`config.mk`:
```
export PLATFORM = sky130hd
export DESIGN_NAME = multicycle_ctrl
export DESIGN_NICKNAME = d
export VERILOG_FILES = /design/src/rtl/cpu_pkg.sv /design/src/rtl/ctrl_aludec.sv /design/src/rtl/multicycle_ctrl.sv
export SDC_FILE = /design/constraint.sdc
export NUM_CORES = 1
export LEC_CHECK = 0
export CAP_MARGIN = 15
export CORE_UTILIZATION = 42
export CTS_CLUSTER_DIAMETER = 50
export DETAILED_ROUTE_END_ITERATION = 10
export GPL_ROUTABILITY_DRIVEN = 0
export PLACE_DENSITY = 0.84
export RECOVER_POWER = 50
export SLEW_MARGIN = 20
export SYNTH_ARGS = -nofsm -noshare
export SYNTH_HDL_FRONTEND = slang
export SYNTH_SLANG_ARGS = --single-unit
```
`constraint.sdc`:
```
create_clock -name clk -period 2.4 [get_ports clk]
set_input_delay 0.24 -clock clk [delete_from_list [all_inputs] [get_ports clk]]
set_output_delay 0.24 -clock clk [all_outputs]
set_load 0.005 [all_outputs]
```
`src/rtl/cpu_pkg.sv`:
```
`default_nettype none
// ============================================================================
// Module      : cpu_pkg
// Description : Shared encodings for the 16-bit multicycle CPU control path:
//               opcodes, FSM state encoding, ALU control codes, datapath
//               select codes, ALU operation classes and opcode helpers.
// Revision    : 1.0  initial release
// ============================================================================
package cpu_pkg;

  // Opcodes, instr[15:12]
  localparam logic [3:0] OP_ADD  = 4'b0000;
  localparam logic [3:0] OP_SUB  = 4'b0001;
  localparam logic [3:0] OP_AND  = 4'b0010;
  localparam logic [3:0] OP_OR   = 4'b0011;
  localparam logic [3:0] OP_XOR  = 4'b0100;
  localparam logic [3:0] OP_NAND = 4'b0101;
  localparam logic [3:0] OP_SLT  = 4'b0110;
  localparam logic [3:0] OP_ADDI = 4'b0111;
  localparam logic [3:0] OP_LW   = 4'b1000;
  localparam logic [3:0] OP_SW   = 4'b1001;
  localparam logic [3:0] OP_BEQ  = 4'b1010;
  localparam logic [3:0] OP_BNE  = 4'b1011;
  localparam logic [3:0] OP_JAL  = 4'b1101;

  // Controller states; encodings 12-15 are unused and trap to FETCH
  typedef enum logic [3:0] {
    S_FETCH  = 4'd0,
    S_DECODE = 4'd1,
    S_MEMADR = 4'd2,
    S_MEMRD  = 4'd3,
    S_MEMWB  = 4'd4,
    S_MEMWR  = 4'd5,
    S_EXEC   = 4'd6,
    S_ALUWB  = 4'd7,
    S_ADDIEX = 4'd8,
    S_ADDIWB = 4'd9,
    S_BRANCH = 4'd10,
    S_JUMP   = 4'd11
  } state_t;

  // ALU control codes
  localparam logic [2:0] ALU_ADD   = 3'b000;
  localparam logic [2:0] ALU_SUB   = 3'b001;
  localparam logic [2:0] ALU_AND   = 3'b010;
  localparam logic [2:0] ALU_OR    = 3'b011;
  localparam logic [2:0] ALU_XOR   = 3'b100;
  localparam logic [2:0] ALU_NAND  = 3'b101;
  localparam logic [2:0] ALU_SLT   = 3'b110;
  localparam logic [2:0] ALU_PASSB = 3'b111;

  // ALU operand-B select
  localparam logic [1:0] SRCB_B     = 2'b00;
  localparam logic [1:0] SRCB_TWO   = 2'b01;
  localparam logic [1:0] SRCB_IMM   = 2'b10;
  localparam logic [1:0] SRCB_IMMSH = 2'b11;

  // Next-PC select (10/11 reserved)
  localparam logic [1:0] PCSRC_ALU    = 2'b00;
  localparam logic [1:0] PCSRC_ALUOUT = 2'b01;

  // Operation class handed from the FSM to the ALU decoder
  typedef enum logic [1:0] {
    ALUOP_ADD   = 2'd0,
    ALUOP_SUB   = 2'd1,
    ALUOP_FUNCT = 2'd2
  } aluop_t;

  // R-type: opcodes 0000..0110, ALU function taken from op[2:0]
  function automatic logic is_rtype(input logic [3:0] op);
    return (op[3] == 1'b0) && (op[2:0] != 3'b111);
  endfunction

  function automatic logic is_legal(input logic [3:0] op);
    return !((op == 4'b1100) || (op == 4'b1110) || (op == 4'b1111));
  endfunction

endpackage
`default_nettype wire

```
`src/rtl/ctrl_aludec.sv`:
```
`default_nettype none
// ============================================================================
// Module      : ctrl_aludec
// Description : ALU decoder. Maps the operation class chosen by the control
//               FSM plus the opcode function bits to the 3-bit ALU control.
// Ports       : aluop      in  2  operation class (ADD / SUB / FUNCT)
//               funct      in  3  op[2:0]
//               alucontrol out 3  ALU control code
// Revision    : 1.0  initial release
// ============================================================================
module ctrl_aludec
  import cpu_pkg::*;
(
  input  logic [1:0] aluop,
  input  logic [2:0] funct,
  output logic [2:0] alucontrol
);

  always_comb begin
    alucontrol = ALU_ADD;
    if (aluop == ALUOP_SUB) begin
      alucontrol = ALU_SUB;
    end else if (aluop == ALUOP_FUNCT) begin
      // R-type opcodes carry the ALU function in their low bits
      case (funct)
        3'b000:  alucontrol = ALU_ADD;
        3'b001:  alucontrol = ALU_SUB;
        3'b010:  alucontrol = ALU_AND;
        3'b011:  alucontrol = ALU_OR;
        3'b100:  alucontrol = ALU_XOR;
        3'b101:  alucontrol = ALU_NAND;
        3'b110:  alucontrol = ALU_SLT;
        default: alucontrol = ALU_PASSB;
      endcase
    end
  end

endmodule
`default_nettype wire

```
`src/rtl/multicycle_ctrl.sv`:
```
`default_nettype none
// ============================================================================
// Module      : multicycle_ctrl
// Description : Moore-style main control FSM for the 16-bit multicycle CPU.
//               Sequences fetch/decode/execute/memory/writeback and drives all
//               datapath selects and enables.
// Ports       : clk, reset (async, active-high)
//               op[3:0], zero, carry        from datapath
//               pcen, irwrite, regwrite, memwrite, alusrca, iord, memtoreg,
//               regdst, alusrcb[1:0], pcsrc[1:0], alucontrol[2:0]
//               state[3:0] (debug), illegal (sticky undefined-opcode flag)
// Revision    : 1.0  initial release
// ============================================================================
module multicycle_ctrl
  import cpu_pkg::*;
(
  input  logic       clk,
  input  logic       reset,
  input  logic [3:0] op,
  input  logic       zero,
  input  logic       carry,
  output logic       pcen,
  output logic       irwrite,
  output logic       regwrite,
  output logic       memwrite,
  output logic       alusrca,
  output logic       iord,
  output logic       memtoreg,
  output logic       regdst,
  output logic [1:0] alusrcb,
  output logic [1:0] pcsrc,
  output logic [2:0] alucontrol,
  output logic [3:0] state,
  output logic       illegal
);

  state_t r_state;
  state_t w_next_state;
  logic   r_illegal;
  logic   w_set_illegal;

  logic   w_pcwrite;
  logic   w_branch_eq;
  logic   w_branch_ne;
  logic   w_irwrite;
  logic   w_regwrite;
  logic   w_memwrite;
  aluop_t w_aluop;

  // No control decision depends on carry yet; kept on the interface for
  // future flag-based branches.
  logic   unused_carry;
  assign unused_carry = carry;

  // --------------------------------------------------------------------------
  // State register
  // --------------------------------------------------------------------------
  always_ff @(posedge clk or posedge reset) begin
    if (reset) begin
      r_state   <= S_FETCH;
      r_illegal <= 1'b0;
    end else begin
      r_state <= w_next_state;
      if (w_set_illegal) begin
        r_illegal <= 1'b1;
      end
    end
  end

  // --------------------------------------------------------------------------
  // Next state and state-decoded controls
  // --------------------------------------------------------------------------
  always_comb begin
    w_next_state  = S_FETCH;
    w_set_illegal = 1'b0;
    w_pcwrite     = 1'b0;
    w_branch_eq   = 1'b0;
    w_branch_ne   = 1'b0;
    w_irwrite     = 1'b0;
    w_regwrite    = 1'b0;
    w_memwrite    = 1'b0;
    alusrca       = 1'b0;
    iord          = 1'b0;
    memtoreg      = 1'b0;
    regdst        = 1'b0;
    alusrcb       = SRCB_B;
    pcsrc         = PCSRC_ALU;
    w_aluop       = ALUOP_ADD;

    case (r_state)
      S_FETCH: begin
        w_irwrite    = 1'b1;
        alusrcb      = SRCB_TWO;
        w_pcwrite    = 1'b1;
        w_next_state = S_DECODE;
      end

      S_DECODE: begin
        // Speculative branch target: PC+2+(imm<<1) lands in ALU-out
        alusrcb = SRCB_IMMSH;
        if (is_rtype(op)) begin
          w_next_state = S_EXEC;
        end else begin
          case (op)
            OP_ADDI:         w_next_state = S_ADDIEX;
            OP_LW, OP_SW:    w_next_state = S_MEMADR;
            OP_BEQ, OP_BNE:  w_next_state = S_BRANCH;
            OP_JAL:          w_next_state = S_JUMP;
            default: begin
              w_next_state  = S_FETCH;
              w_set_illegal = 1'b1;
            end
          endcase
        end
      end

      S_MEMADR: begin
        alusrca      = 1'b1;
        alusrcb      = SRCB_IMM;
        w_next_state = (op == OP_SW) ? S_MEMWR : S_MEMRD;
      end

      S_MEMRD: begin
        iord         = 1'b1;
        w_next_state = S_MEMWB;
      end

      S_MEMWB: begin
        memtoreg     = 1'b1;
        w_regwrite   = 1'b1;
        w_next_state = S_FETCH;
      end

      S_MEMWR: begin
        iord         = 1'b1;
        w_memwrite   = 1'b1;
        w_next_state = S_FETCH;
      end

      S_EXEC: begin
        alusrca      = 1'b1;
        alusrcb      = SRCB_B;
        w_aluop      = ALUOP_FUNCT;
        w_next_state = S_ALUWB;
      end

      S_ALUWB: begin
        regdst       = 1'b1;
        w_regwrite   = 1'b1;
        w_next_state = S_FETCH;
      end

      S_ADDIEX: begin
        alusrca      = 1'b1;
        alusrcb      = SRCB_IMM;
        w_next_state = S_ADDIWB;
      end

      S_ADDIWB: begin
        w_regwrite   = 1'b1;
        w_next_state = S_FETCH;
      end

      S_BRANCH: begin
        alusrca      = 1'b1;
        alusrcb      = SRCB_B;
        w_aluop      = ALUOP_SUB;
        pcsrc        = PCSRC_ALUOUT;
        w_branch_eq  = (op == OP_BEQ);
        w_branch_ne  = (op == OP_BNE);
        w_next_state = S_FETCH;
      end

      S_JUMP: begin
        pcsrc        = PCSRC_ALUOUT;
        w_pcwrite    = 1'b1;
        w_next_state = S_FETCH;
      end

      default: begin
        // Unused encodings: recover to FETCH and flag the event
        w_next_state  = S_FETCH;
        w_set_illegal = 1'b1;
      end
    endcase
  end

  // --------------------------------------------------------------------------
  // ALU decoder
  // --------------------------------------------------------------------------
  ctrl_aludec u_aludec (
    .aluop      (w_aluop),
    .funct      (op[2:0]),
    .alucontrol (alucontrol)
  );

  // --------------------------------------------------------------------------
  // Architectural enables. Reset gates them directly so nothing is written
  // while reset is held, even though the reset state (FETCH) requests writes.
  // --------------------------------------------------------------------------
  assign pcen     = ~reset & (w_pcwrite | (w_branch_eq & zero) | (w_branch_ne & ~zero));
  assign irwrite  = ~reset & w_irwrite;
  assign regwrite = ~reset & w_regwrite;
  assign memwrite = ~reset & w_memwrite;

  assign state   = r_state;
  assign illegal = r_illegal;

endmodule
`default_nettype wire

```
-- Word level (Yosys, flattened, before mapping)
Cells that the tools add are included.
- output and inout bits: 20
- bits in registers: 5
- eq/ne operators: 26
- reductions and logical operators: 13
- bitwise operators: 11
- mux-type cells: 23
- operators by type and width (kind ; count):
    $eq 4x4->1 const B ; 9
    $pmux 4 s6 ; 1
    $pmux 3 s7 ; 1
    $eq 4x3->1 const B ; 5
    $pmux 4 s4 ; 1
    $mux 1 ; 13
    $reduce_or 2->1 ; 6
    $reduce_or 11->1 ; 1
    $eq 3x3->1 const B ; 3
    $mux 3 ; 3
    $eq 4x2->1 const B ; 2
    $and 1x1->1 ; 6
    $eq 3x2->1 const B ; 2
    $pmux 2 s3 ; 1
    $reduce_or 6->1 ; 1
    $eq 4x1->1 const B ; 1
    $logic_not 4->1 ; 1
    $mux 4 ; 1
    $pmux 2 s2 ; 1
    $reduce_or 4->1 ; 1
    $eq 3x1->1 const B ; 1
    $logic_not 3->1 ; 1
    $ne 3x3->1 const B ; 1
    $not 1->1 ; 3
    other kinds (6) ; 7

-- Logic depth before layout (Yosys ltp)
Gate-level depths: netlist (run 1).
- word-level depth: 6
- gate-level depth with buffers: 4
- depth with buffers taken out: 3

-- By module
A second synthesis (run 1) with hierarchy kept.
- cell total of the unflattened synthesis: 74
- area, all modules: 575.6 um^2
- modules (own cells, without submodules) (module ; area an instance (um^2) ; cells each ; times used ; seq. area each (um^2)):
    multicycle_ctrl ; 535.5 ; 69 ; 1 ; 125.1
    ctrl_aludec ; 40.0 ; 5 ; 1 ; 0.0

-- Worst setup path before layout (run 1)
No wires, ideal clock.
- path kind: register to output
- from: register r_state[2] (netlist: state[2])
- to: output regwrite
- buffers on the path: 0
- cell stages (with the launch flop): 4
- data arrival time: 1.104 ns
- slack: 1.056 ns
- cell sequence: dfrtp_1 > nor2b_2 > and3_1 > o31a_1
- word-level cells in the longest chain between the ends: 4
- elaborated cells on any way between the ends: 6
- ends and longest elaborated chain (what ; RTL line ; source):
    start: declaration ; multicycle_ctrl.sv:37 ; state_t r_state;
    start signal: assignment ; multicycle_ctrl.sv:63 ; r_state <= w_next_state;
    $eq 4x4->1 or $eq 4x3->1 (tied branches) ; multicycle_ctrl.sv:90 ; case (r_state)
    $reduce_or 3->1 (no source line) (*) ; - ;
    $mux 1 (*) ; multicycle_ctrl.sv:90 ;
    $and 1x1->1 (*) ; multicycle_ctrl.sv:203 ; assign regwrite = ~reset & w_regwrite;
    end: declaration ; multicycle_ctrl.sv:24 ; output logic regwrite,
Every way passes the cells marked *; elsewhere a longest branch is shown, timed or not.

-- Worst setup path after layout (run 1)
Ends and elaborated chain as after synthesis.

==> metrics.txt, run 1 <==
Top FF cell, synth=dfrtp_1; Final ANT Viol Nets=0; die height=38.9 µm; status=finished clean; CP Capture Point=regwrite; Synth Instances=73; CTS tree=yes; RSZ-0062 raised after global routing=false; H-Tree Depth=1; GRT overflow=0; clock share of power=0.121; layout cell share with drive strength beyond 1=0.110; Syn. warnings=0; first-pass GRT wire length=2.33 mm; Total Neg Setup Slack=0 ns; DRT Pass-1 Iters=4; worst slew pin tran=0.649 ns; Routed WL=1.44 mm; TritonCTS sink count=5; f_max=0.449 GHz; die area=1510 µm²; CORE AREA=1190 µm²; # diodes=0; FFs w/ async S/R, synth=1.00; reg-to-reg setup timing slack=0.65 ns; Reg2Reg Depth=4; final hold vios=0; Worst Hold Class=in -> async; P&R area growth vs syn=45.5%; Avg Inst Size Synth=7.83 µm²; Peak VDD IR=0.494 mV; sequential area share after synthesis=0.219; Vias/cell=5.84; Pins Over Slew Limit=0; post-cts sizing count=0; final std cells w/o fill=114; largest net degree at the start of global routing=18; Placed Cells=110; cell area after layout=832 µm²; initial antenna violation count=0; sequential power share=0.258; footprint of the multi-input gates=383 µm²; FF+latch count, synth=5; Final min period=2.23 ns; Final Net Count=109; switching power=348 µW; Distinct cells, synth=36; pwr dens=1010 nW/µm²; combinational power share=0.621; routed length per instance=12.6 µm; CP endpoint kind=output port; EDFF count, synth=0; syn_nets=81; initial core utilization=0.482; Critical Path AT=1.99 ns; drt drc=0; IO buf count=25; Sw Share=0.414; Final Cycle Share=0.928; r2r endpoint=state[1]$_DFF_PP0_; FP Rows=12; origin of the critical flop-to-flop path=state[2]$_DFF_PP0_; GRT Overall Usage=0.223; total CTS buffers=3; clock root buffer master=clkbuf_4; Leak=0.000331 µW; largest fanout on the critical path=10; clock latency on the worst-skew pair=0.25 ns; number of setup violations in the final report=0; postcts setup bufs=0; Int Pwr=492 µW; critical path class=reg -> out; Chip Width=38.9 µm; Fill cells=105; max_cap viols=0; Max clock buf depth=2; number of global-route vias before repair=554; clk_skew=0.00382 ns; relative slew slack=0.561; Sequential Area=125 µm²; synthesized area=572 µm²; DRT iter0 DRCs=29; Ports=28; HPWL Detailed=1.08 mm; Worst setup SP type=flop; hold buffers post-CTS=0; CP Data Required Time=2.16 ns; Via Count=666; clock transition at the registers of the reported paths=0.05 ns; CP Launch Point=state[2]$_DFF_PP0_; Placement Cell Area=825 µm²
## layer usage
layer / vias up / global-route usage / routed length [µm]
met1: 311 / 0.283 / 592
met5: - / 0 / 0
met4: 0 / 0.138 / 14
met2: 38 / 0.371 / 738
li1: 314 / - / -
met3: 3 / 0 / 96
## flip-flops by register name (all words and copies together), names as in the netlist
name     count
state        4
illegal      1
## final cells by class
cell class                 count  area share
tap                           14      0.0211
multi-input combinational     61       0.460
timing repair buffer          29       0.332
sequential                     5       0.150
clock buffer                   4      0.0316
inverter                       1     0.00451
## critical path, cell delays in order (launching register included)
cell	delay, ns
dfrtp_1	0.53
nor2b_2	0.32
nor3b_2	0.24
o31a_1	0.16
clkdlybuf4s50_1	0.49
## logic make-up (layout without fill, tap and decap cells)
kind of cell / after synthesis / in the layout / synth area share
AOI/OAI and AO/OA: 11 / 11 / 0.138
xor gates and xnor gates: 3 / 3 / 0.0460
buffers and inverters: 7 / 34 / 0.0853
DFF: 5 / 5 / 0.219
muxes: 1 / 1 / 0.0197
other: 1 / 1 / 0.00656
and+or+nand+nor: 45 / 45 / 0.486
## power groups by stage
stage,combinational [µW],sequential [µW],clock [µW]
2_1_floorplan,340,173,0
3_3_place_gp,543,224,0
3_5_place_dp,550,224,0
4_1_cts,553,222,101
5_1_grt,571,227,104
6_report,522,217,102
## layout by cell type (no fill, tap or decap), types with 3 or more instances in the layout
cell type	netlist	layout
buf_4	1	3
nand2_1	10	10
dlygate4sd3_1	0	5
clkbuf_4	0	3
o21ai_0	3	3
nor2_1	8	8
nand3_1	3	3
and3_1	3	3
clkdlybuf4s50_1	0	20
nor3_1	3	3
dfrtp_1	5	5
nor2b_1	4	4
## worst min-delay path by stage
| stage | endpoint | slack, ns | depth (start not counted) |
|---|---|---|---|
| 6_report | state[3]$_DFF_PP0_ | 0.41 | 2 |
| 5_1_grt | state[3]$_DFF_PP0_ | 0.45 | 2 |
| 4_1_cts | state[3]$_DFF_PP0_ | 0.30 | 2 |
| 3_5_place_dp | illegal$_DFFE_PP0P_ | 0.47 | 1 |
| 3_3_place_gp | illegal$_DFFE_PP0P_ | 0.47 | 1 |
| 2_1_floorplan | illegal$_DFFE_PP0P_ | 0.03 | 1 |
## per-stage QoR
step,power (µW),setup slack [ns],util,hold slack (ns)
after global placement,767,0.383,0.695,0.474
final,841,0.174,0.701,0.411
after global routing,902,0.0628,0.701,0.446
after detailed placement,775,0.370,0.695,0.471
after floorplan,513,1.06,-,0.0269
after CTS,877,0.150,0.717,0.297
## cells in the mapped netlist, types with 2 or more instances
library cell	instances	share of area
nand2_1	10	0.066
nor2_1	8	0.053
dfrtp_1	5	0.22
nor2b_1	4	0.044
and3_1	3	0.033
buf_2	3	0.026
nand3_1	3	0.026
nor3_1	3	0.026
o21ai_0	3	0.026
and2b_1	2	0.026
buf_6	2	0.039
nand4_1	2	0.022
xnor2_1	2	0.031
No activity file was read; power rests on OpenSTA's default activity.
==> run 2: changes to the inputs <==
SYNTH_HIERARCHICAL = 1   (was not set)
==> run 2 against run 1 <==
  * Worst setup slack improved by 0.022 ns
  * Core utilization fell by 0.42 points
  * Critical path depth is 2 higher
  * Flip-flop and latch count is the same
  * Clock-buffer cell count down 1
  * Area after synthesis grew 0.66%
  * Clock skew up 0.0019 ns
  * Via count is 4.2% lower
  * Clock power hardly changed
  * Hold slack improved by 0.026 ns
  * Final cell count unchanged
  * Sequential share of layout area rose by 0.24 points
  * Highest routed layer unchanged
==> metrics.txt, run 2 <==
status=finished clean; footprint of the multi-input gates=372 µm² (-2.9%); CTS tree=yes; GRT Overall Usage=0.263 (+0.0407); total CTS buffers=3 (unchanged); Distinct cells, synth=38 (+5.6%); area leader, netlist=dfrtp_1; f_max=0.454 GHz (+0.99%); worst hold slack=0.437 ns (+0.0260 ns); Ports=28 (unchanged); Final Cycle Share=0.919 (-0.00909); Final ANT Viol Nets=0 (unchanged); Fill cells=111 (+5.7%); number of global-route vias before repair=580 (+4.7%); # diodes=0 (unchanged); TritonCTS sink count=5 (unchanged); Critical Path AT=1.96 ns (-0.03 ns); routed length per instance=14.2 µm (+13%); Routed WL=1.62 mm (+13%); RSZ-0062 raised after global routing=false; Top FF cell, synth=dfrtp_1; relative slew slack=0.584 (+0.0235); commonest cells after routing, fill and taps aside=clkdlybuf4s50_1, nor2_1, nor3_1; reg-to-reg setup timing slack=0.65 ns (about the same); Sequential Area=126 µm² (+1.0%); r2r endpoint=state[3]$_DFF_PP0_; largest net degree at the start of global routing=15 (-3); clock latency on the worst-skew pair=0.25 ns (about the same); initial core utilization=0.485 (+0.00316); postcts setup bufs=0 (unchanged); CORE AREA=1190 µm² (unchanged); Max clock buf depth=2 (unchanged); H-Tree Depth=1 (unchanged); syn_nets=82 (+1.2%); DRT iter0 DRCs=22 (-24%); clock root buffer master=clkbuf_4; Worst Hold Class=in -> async; Synth Instances=74 (+1.4%); GRT overflow=0 (unchanged); first-pass GRT wire length=2.63 mm (+13%); EDFF count, synth=0 (unchanged); Reg2Reg Depth=4 (unchanged); clock transition at the registers of the reported paths=0.05 ns (about the same); number of setup violations in the final report=0 (unchanged); Final Power=850 µW (+1.1%); initial antenna violation count=0 (unchanged); CP endpoint kind=output port; Chip Width=39.0 µm (+0.32%); Vias/cell=5.60 (-4.2%); Leak=0.000335 µW (+0.97%); synthesized area=576 µm² (+0.66%); FFs w/ async S/R, synth=1.00 (unchanged); final hold vios=0 (unchanged); max reg flops=4 (unchanged); layout cell share with drive strength beyond 1=0.0900 (-0.0200); Synth area leaders=dfrtp_1, nor2_1, nor3_1; Final min period=2.20 ns (-0.0218 ns); FF+latch count, synth=5 (unchanged); clk_skew=0.00574 ns (+0.00192 ns); critical path class=reg -> out; CP Data Required Time=2.16 ns (about the same); commonest non-fill, non-tap cell in the layout=clkdlybuf4s50_1; P&R area growth vs syn=43.7%; FP Rows=12 (unchanged); worst slew pin tran=0.623 ns (-0.0261 ns); Pins Over Slew Limit=0 (unchanged); worst setup margin=0.195 ns (+0.0218 ns); Syn. warnings=6 (+6); HPWL Detailed=1.21 mm (+13%); origin of the critical flop-to-flop path=state[2]$_DFF_PP0_; DRT Pass-1 Iters=4 (unchanged); Avg Inst Size Synth=7.78 µm² (-0.70%); dpl ws=0.323 ns (-0.0467 ns); Via Count=638 (-4.2%); pwr dens=1030 nW/µm² (+1.7%); Final Net Count=109 (unchanged); largest fanout on the critical path=6 (-4); share of the synthesized area in the top cell type=0.217 (-0.00143); max_cap viols=0 (unchanged); most common cell in the synthesized netlist=nor2_1; sequential area share after synthesis=0.217 (-0.00143); IO buf count=25 (unchanged); most instantiated cells after synthesis=nor2_1, nor3_1, dfrtp_1; Total Neg Setup Slack=0 ns (unchanged); die area=1520 µm² (+0.64%); die height=39.0 µm (+0.32%); Worst setup SP type=flop; drt drc=0 (unchanged); Peak VDD IR=0.737 mV (+49%)
==> run 2: changes by cell type after synthesis, sizes merged, moves of 2 or more <==
| cell | change |
|---|---|
| nor3 | +3 |
| nand2b | +4 |
| a21o | +2 |
| inv | +3 |
| and3 | -2 |
| nand4 | -2 |
| and2b | -2 |
| nand2 | -7 |
| and2 | +2 |
| nor2b | -2 |
| nor2 | +2 |
| nor4b | -2 |
==> run 2: per-stage QoR <==
step / instance area [µm²] / instances / utilization
after global placement: 816 / 110 / 0.688
after global routing: 827 / 114 / 0.697
after floorplan: 576 / 74 / -
after detailed placement: 816 / 110 / 0.688
final: 827 / 114 / 0.697
after CTS: 843 / 114 / 0.711
==> run 2: power breakdown <==
group	switching [µW]	internal [µW]	leakage, µW
Sequential	48.9	113	0.0000589
Combinational	274	313	0.000258
Clock	39.9	60.6	0.0000177
==> run 2: area by class of cell <==
class / count / area share
clock buffer: 3 / 0.0272
clock inverter: 1 / 0.00605
inverter: 4 / 0.0182
multi-input combinational: 59 / 0.449
sequential: 5 / 0.153
tap: 14 / 0.0212
timing repair buffer: 28 / 0.325
==> run 2: cells by family after synthesis <==
family | count (synthesis) | share of synthesized area
AO/OA/AOI/OAI | 15 | 0.200
buffers and inverters | 10 | 0.113
XOR/XNOR | 3 | 0.0457
AND/OR/NAND/NOR | 40 | 0.417
other | 1 | 0.00652
flip-flops | 5 | 0.217
==> run 2: critical path, stage by stage (launching register included) <==
cell and delay [ns]:
dfrtp_1 0.43, inv_1 0.16, nand2_1 0.09, nor2_1 0.28
nor2b_1 0.18, a21o_1 0.09, clkdlybuf4s50_1 0.50
==> run 2: how the worst max path moves through the flow <==
stage                                   from  cells past startpoint       endpoint
final                     state[0]$_DFF_PP0_                      6  alucontrol[0]
after global routing      state[2]$_DFF_PP0_                      4           iord
after CTS                 state[1]$_DFF_PP0_                      5  alucontrol[2]
after detailed placement               reset                      5           pcen
after global placement                 reset                      5           pcen
after floorplan           state[0]$_DFF_PP0_                      6  alucontrol[0]
==> run 2: what timing repair did <==
item | 4_1_cts | 5_1_grt
hold buffers | 0 | 0
setup endpoints to repair | 0 | 1
resized for setup | 0 | 1
==> run 2: routing by layer <==
layer,vias up,GRT usage,routed length [µm]
li1,311,-,-
met3,3,0.0347,97
met4,0,0.129,27
met1,289,0.311,662
met2,35,0.458,835
met5,-,0,0
==> run 3: changes to the inputs <==
CELL_PAD_IN_SITES_DETAIL_PLACEMENT = 0   (was not set)
CELL_PAD_IN_SITES_GLOBAL_PLACEMENT = 1   (was not set)
CORE_UTILIZATION = 27   (was 42)
CTS_CLUSTER_SIZE = 30   (was not set)
PLACE_DENSITY = 0.79   (was 0.84)
clock period = 2.05 ns   (was 2.4 ns; I/O delays follow)
==> run 3 against run 2 <==
  * Non-clock buffer count increased by 10
  * Via count grew 4.9%
  * Global-route usage is 12 points lower
  * Clock-buffer cell count grew 1
  * Die area rose by 52%
  * Sequential power grew 15%
  * Critical path depth decreased by 1
  * Hold slack better by 0.037 ns
  * First-iteration DRC count down 86%
  * Final cell count increased by 20%
  * Core utilization decreased by 21 points
  * Critical path type unchanged
  * Largest cell class unchanged
==> metrics.txt, run 3 (synthesized netlist as in run 2, its figures left out) <==
DRT iter0 DRCs=3 (-86%); clock transition at the registers of the reported paths=0.05 ns (about the same); clock root buffer master=clkbuf_4; die area=2320 µm² (+52%); routed length per instance=11.3 µm (-21%); Peak VDD IR=0.566 mV (-23%); f_max=0.506 GHz; number of global-route vias before repair=563 (-2.9%); Total Neg Setup Slack=0 ns (unchanged); largest fanout on the critical path=7 (+1); dpl ws=0.141 ns (-0.182 ns); FP Rows=16 (+4); P&R area growth vs syn=68.7%; status=finished clean; max_cap viols=0 (unchanged); commonest non-fill, non-tap cell in the layout=clkdlybuf4s50_1; worst setup margin=0.0728 ns (-0.123 ns); HPWL Detailed=1.17 mm (-3.8%); die height=48.2 µm (+23%); TritonCTS sink count=5 (unchanged); pwr dens=1160 nW/µm² (+13%); GRT Overall Usage=0.145 (-0.119); initial core utilization=0.290 (-0.195); Fill cells=195 (+76%); clock latency on the worst-skew pair=0.24 ns (about the same); Final Cycle Share=0.964; hold buffers post-CTS=0 (unchanged); Worst setup SP type=flop; IO buf count=25 (unchanged); worst hold slack=0.474 ns (+0.0368 ns); Ports=28 (unchanged); Via Count=669 (+4.9%); DRT Pass-1 Iters=4 (unchanged); number of setup violations in the final report=0 (unchanged); final hold vios=0 (unchanged); initial antenna violation count=0 (unchanged); layout cell share with drive strength beyond 1=0.255 (+0.165); Worst Hold Class=in -> async; CP Data Required Time=1.85 ns (-0.31 ns); commonest cells after routing, fill and taps aside=clkdlybuf4s50_1, buf_4, nor2_1; total CTS buffers=3 (unchanged); critical path class=reg -> out; max reg flops=4 (unchanged); Vias/cell=4.88 (-13%); Final ANT Viol Nets=0 (unchanged); GRT overflow=0 (unchanged); largest net degree at the start of global routing=18 (+3); Placement Cell Area=892 µm² (+9.4%); Max clock buf depth=2 (unchanged); Final min period=1.98 ns; Leak=0.000432 µW (+29%); Chip Width=48.2 µm (+23%); cell area after layout=971 µm² (+17%); # diodes=0 (unchanged); drt drc=0 (unchanged); CTS tree=yes; CORE AREA=1980 µm² (+67%); Pins Over Slew Limit=0 (unchanged); clk_skew=0.00445 ns (-0.00130 ns); Critical Path AT=1.77 ns (-0.19 ns); first-pass GRT wire length=2.33 mm (-12%); CP endpoint kind=output port; Final Net Count=119 (+9.2%); Routed WL=1.54 mm (-5.0%); H-Tree Depth=1 (unchanged)
## run 3: cell types whose count changed in the layout (fill, tap and decap cells not counted), moves of 2 or more
| cell | delta |
|---|---|
| nor2_1 | -2 |
| buf_4 | +9 |
| clkbuf_1 | +2 |
| nand2b_4 | +2 |
| dlygate4sd3_1 | -2 |
| nand2b_1 | -3 |
| dlymetal6s2s_1 | +3 |
## run 3: layout make-up
class | instances | area (µm²) | area share
multi-input combinational | 59 | 418 | 0.430
sequential | 5 | 128 | 0.131
clock buffer | 4 | 26.3 | 0.0271
tap | 27 | 33.8 | 0.0348
timing repair buffer | 38 | 348 | 0.358
inverter | 4 | 17.5 | 0.0180
## run 3: final timing paths
path / from / to / slack, ns / depth (start not counted)
worst max-delay path: state[1]$_DFF_PP0_ / regwrite / 0.07 / 5
worst min-delay path: reset / state[3]$_DFF_PP0_ / 0.47 / 3
worst max register to register: state[2]$_DFF_PP0_ / state[3]$_DFF_PP0_ / 0.59 / 4
worst min register to register: illegal$_DFFE_PP0P_ / illegal$_DFFE_PP0P_ / 0.48 / 1
max in group asynchronous: reset / state[1]$_DFF_PP0_ / 1.36 / 3
min in group clk: illegal$_DFFE_PP0P_ / illegal$_DFFE_PP0P_ / 0.48 / 1
## run 3: timing repair
item	4_1_cts	5_1_grt
hold endpoints to repair	0	0
endpoints found under the setup margin	2	6
buffers inserted	0	2
resized for setup	2	15
pin swaps	0	1
## run 3: critical path, cell delays in order (launching register included)
cell and delay (ns):
dfrtp_2 0.44, buf_4 0.17, nand2b_4 0.15, o22a_1 0.19, nor2_1 0.08, clkdlybuf4s50_1 0.50
## run 3: metrics by stage
stage	util	instances	power, µW
finish	0.490	137	1130
global route	0.490	137	1240
CTS	0.465	135	1060
detailed placement	0.450	131	939
global placement	0.450	131	931
floorplan	-	74	605
## run 3: power breakdown
part	switching (µW)	internal, µW	leakage, µW
registers	52.4	135	0.0000578
logic	363	465	0.000359
clock network	39.6	73.5	0.0000150
## run 3: per-layer routing
layer | wire length, µm | part of all wire | vias up | track usage
li1 | - | - | 333 | -
met1 | 659 | 0.43 | 313 | 0.170
met2 | 819 | 0.53 | 21 | 0.256
met3 | 50 | 0.032 | 2 | 0.0222
met4 | 13 | 0.0084 | 0 | 0.0667
met5 | 0 | 0 | - | 0
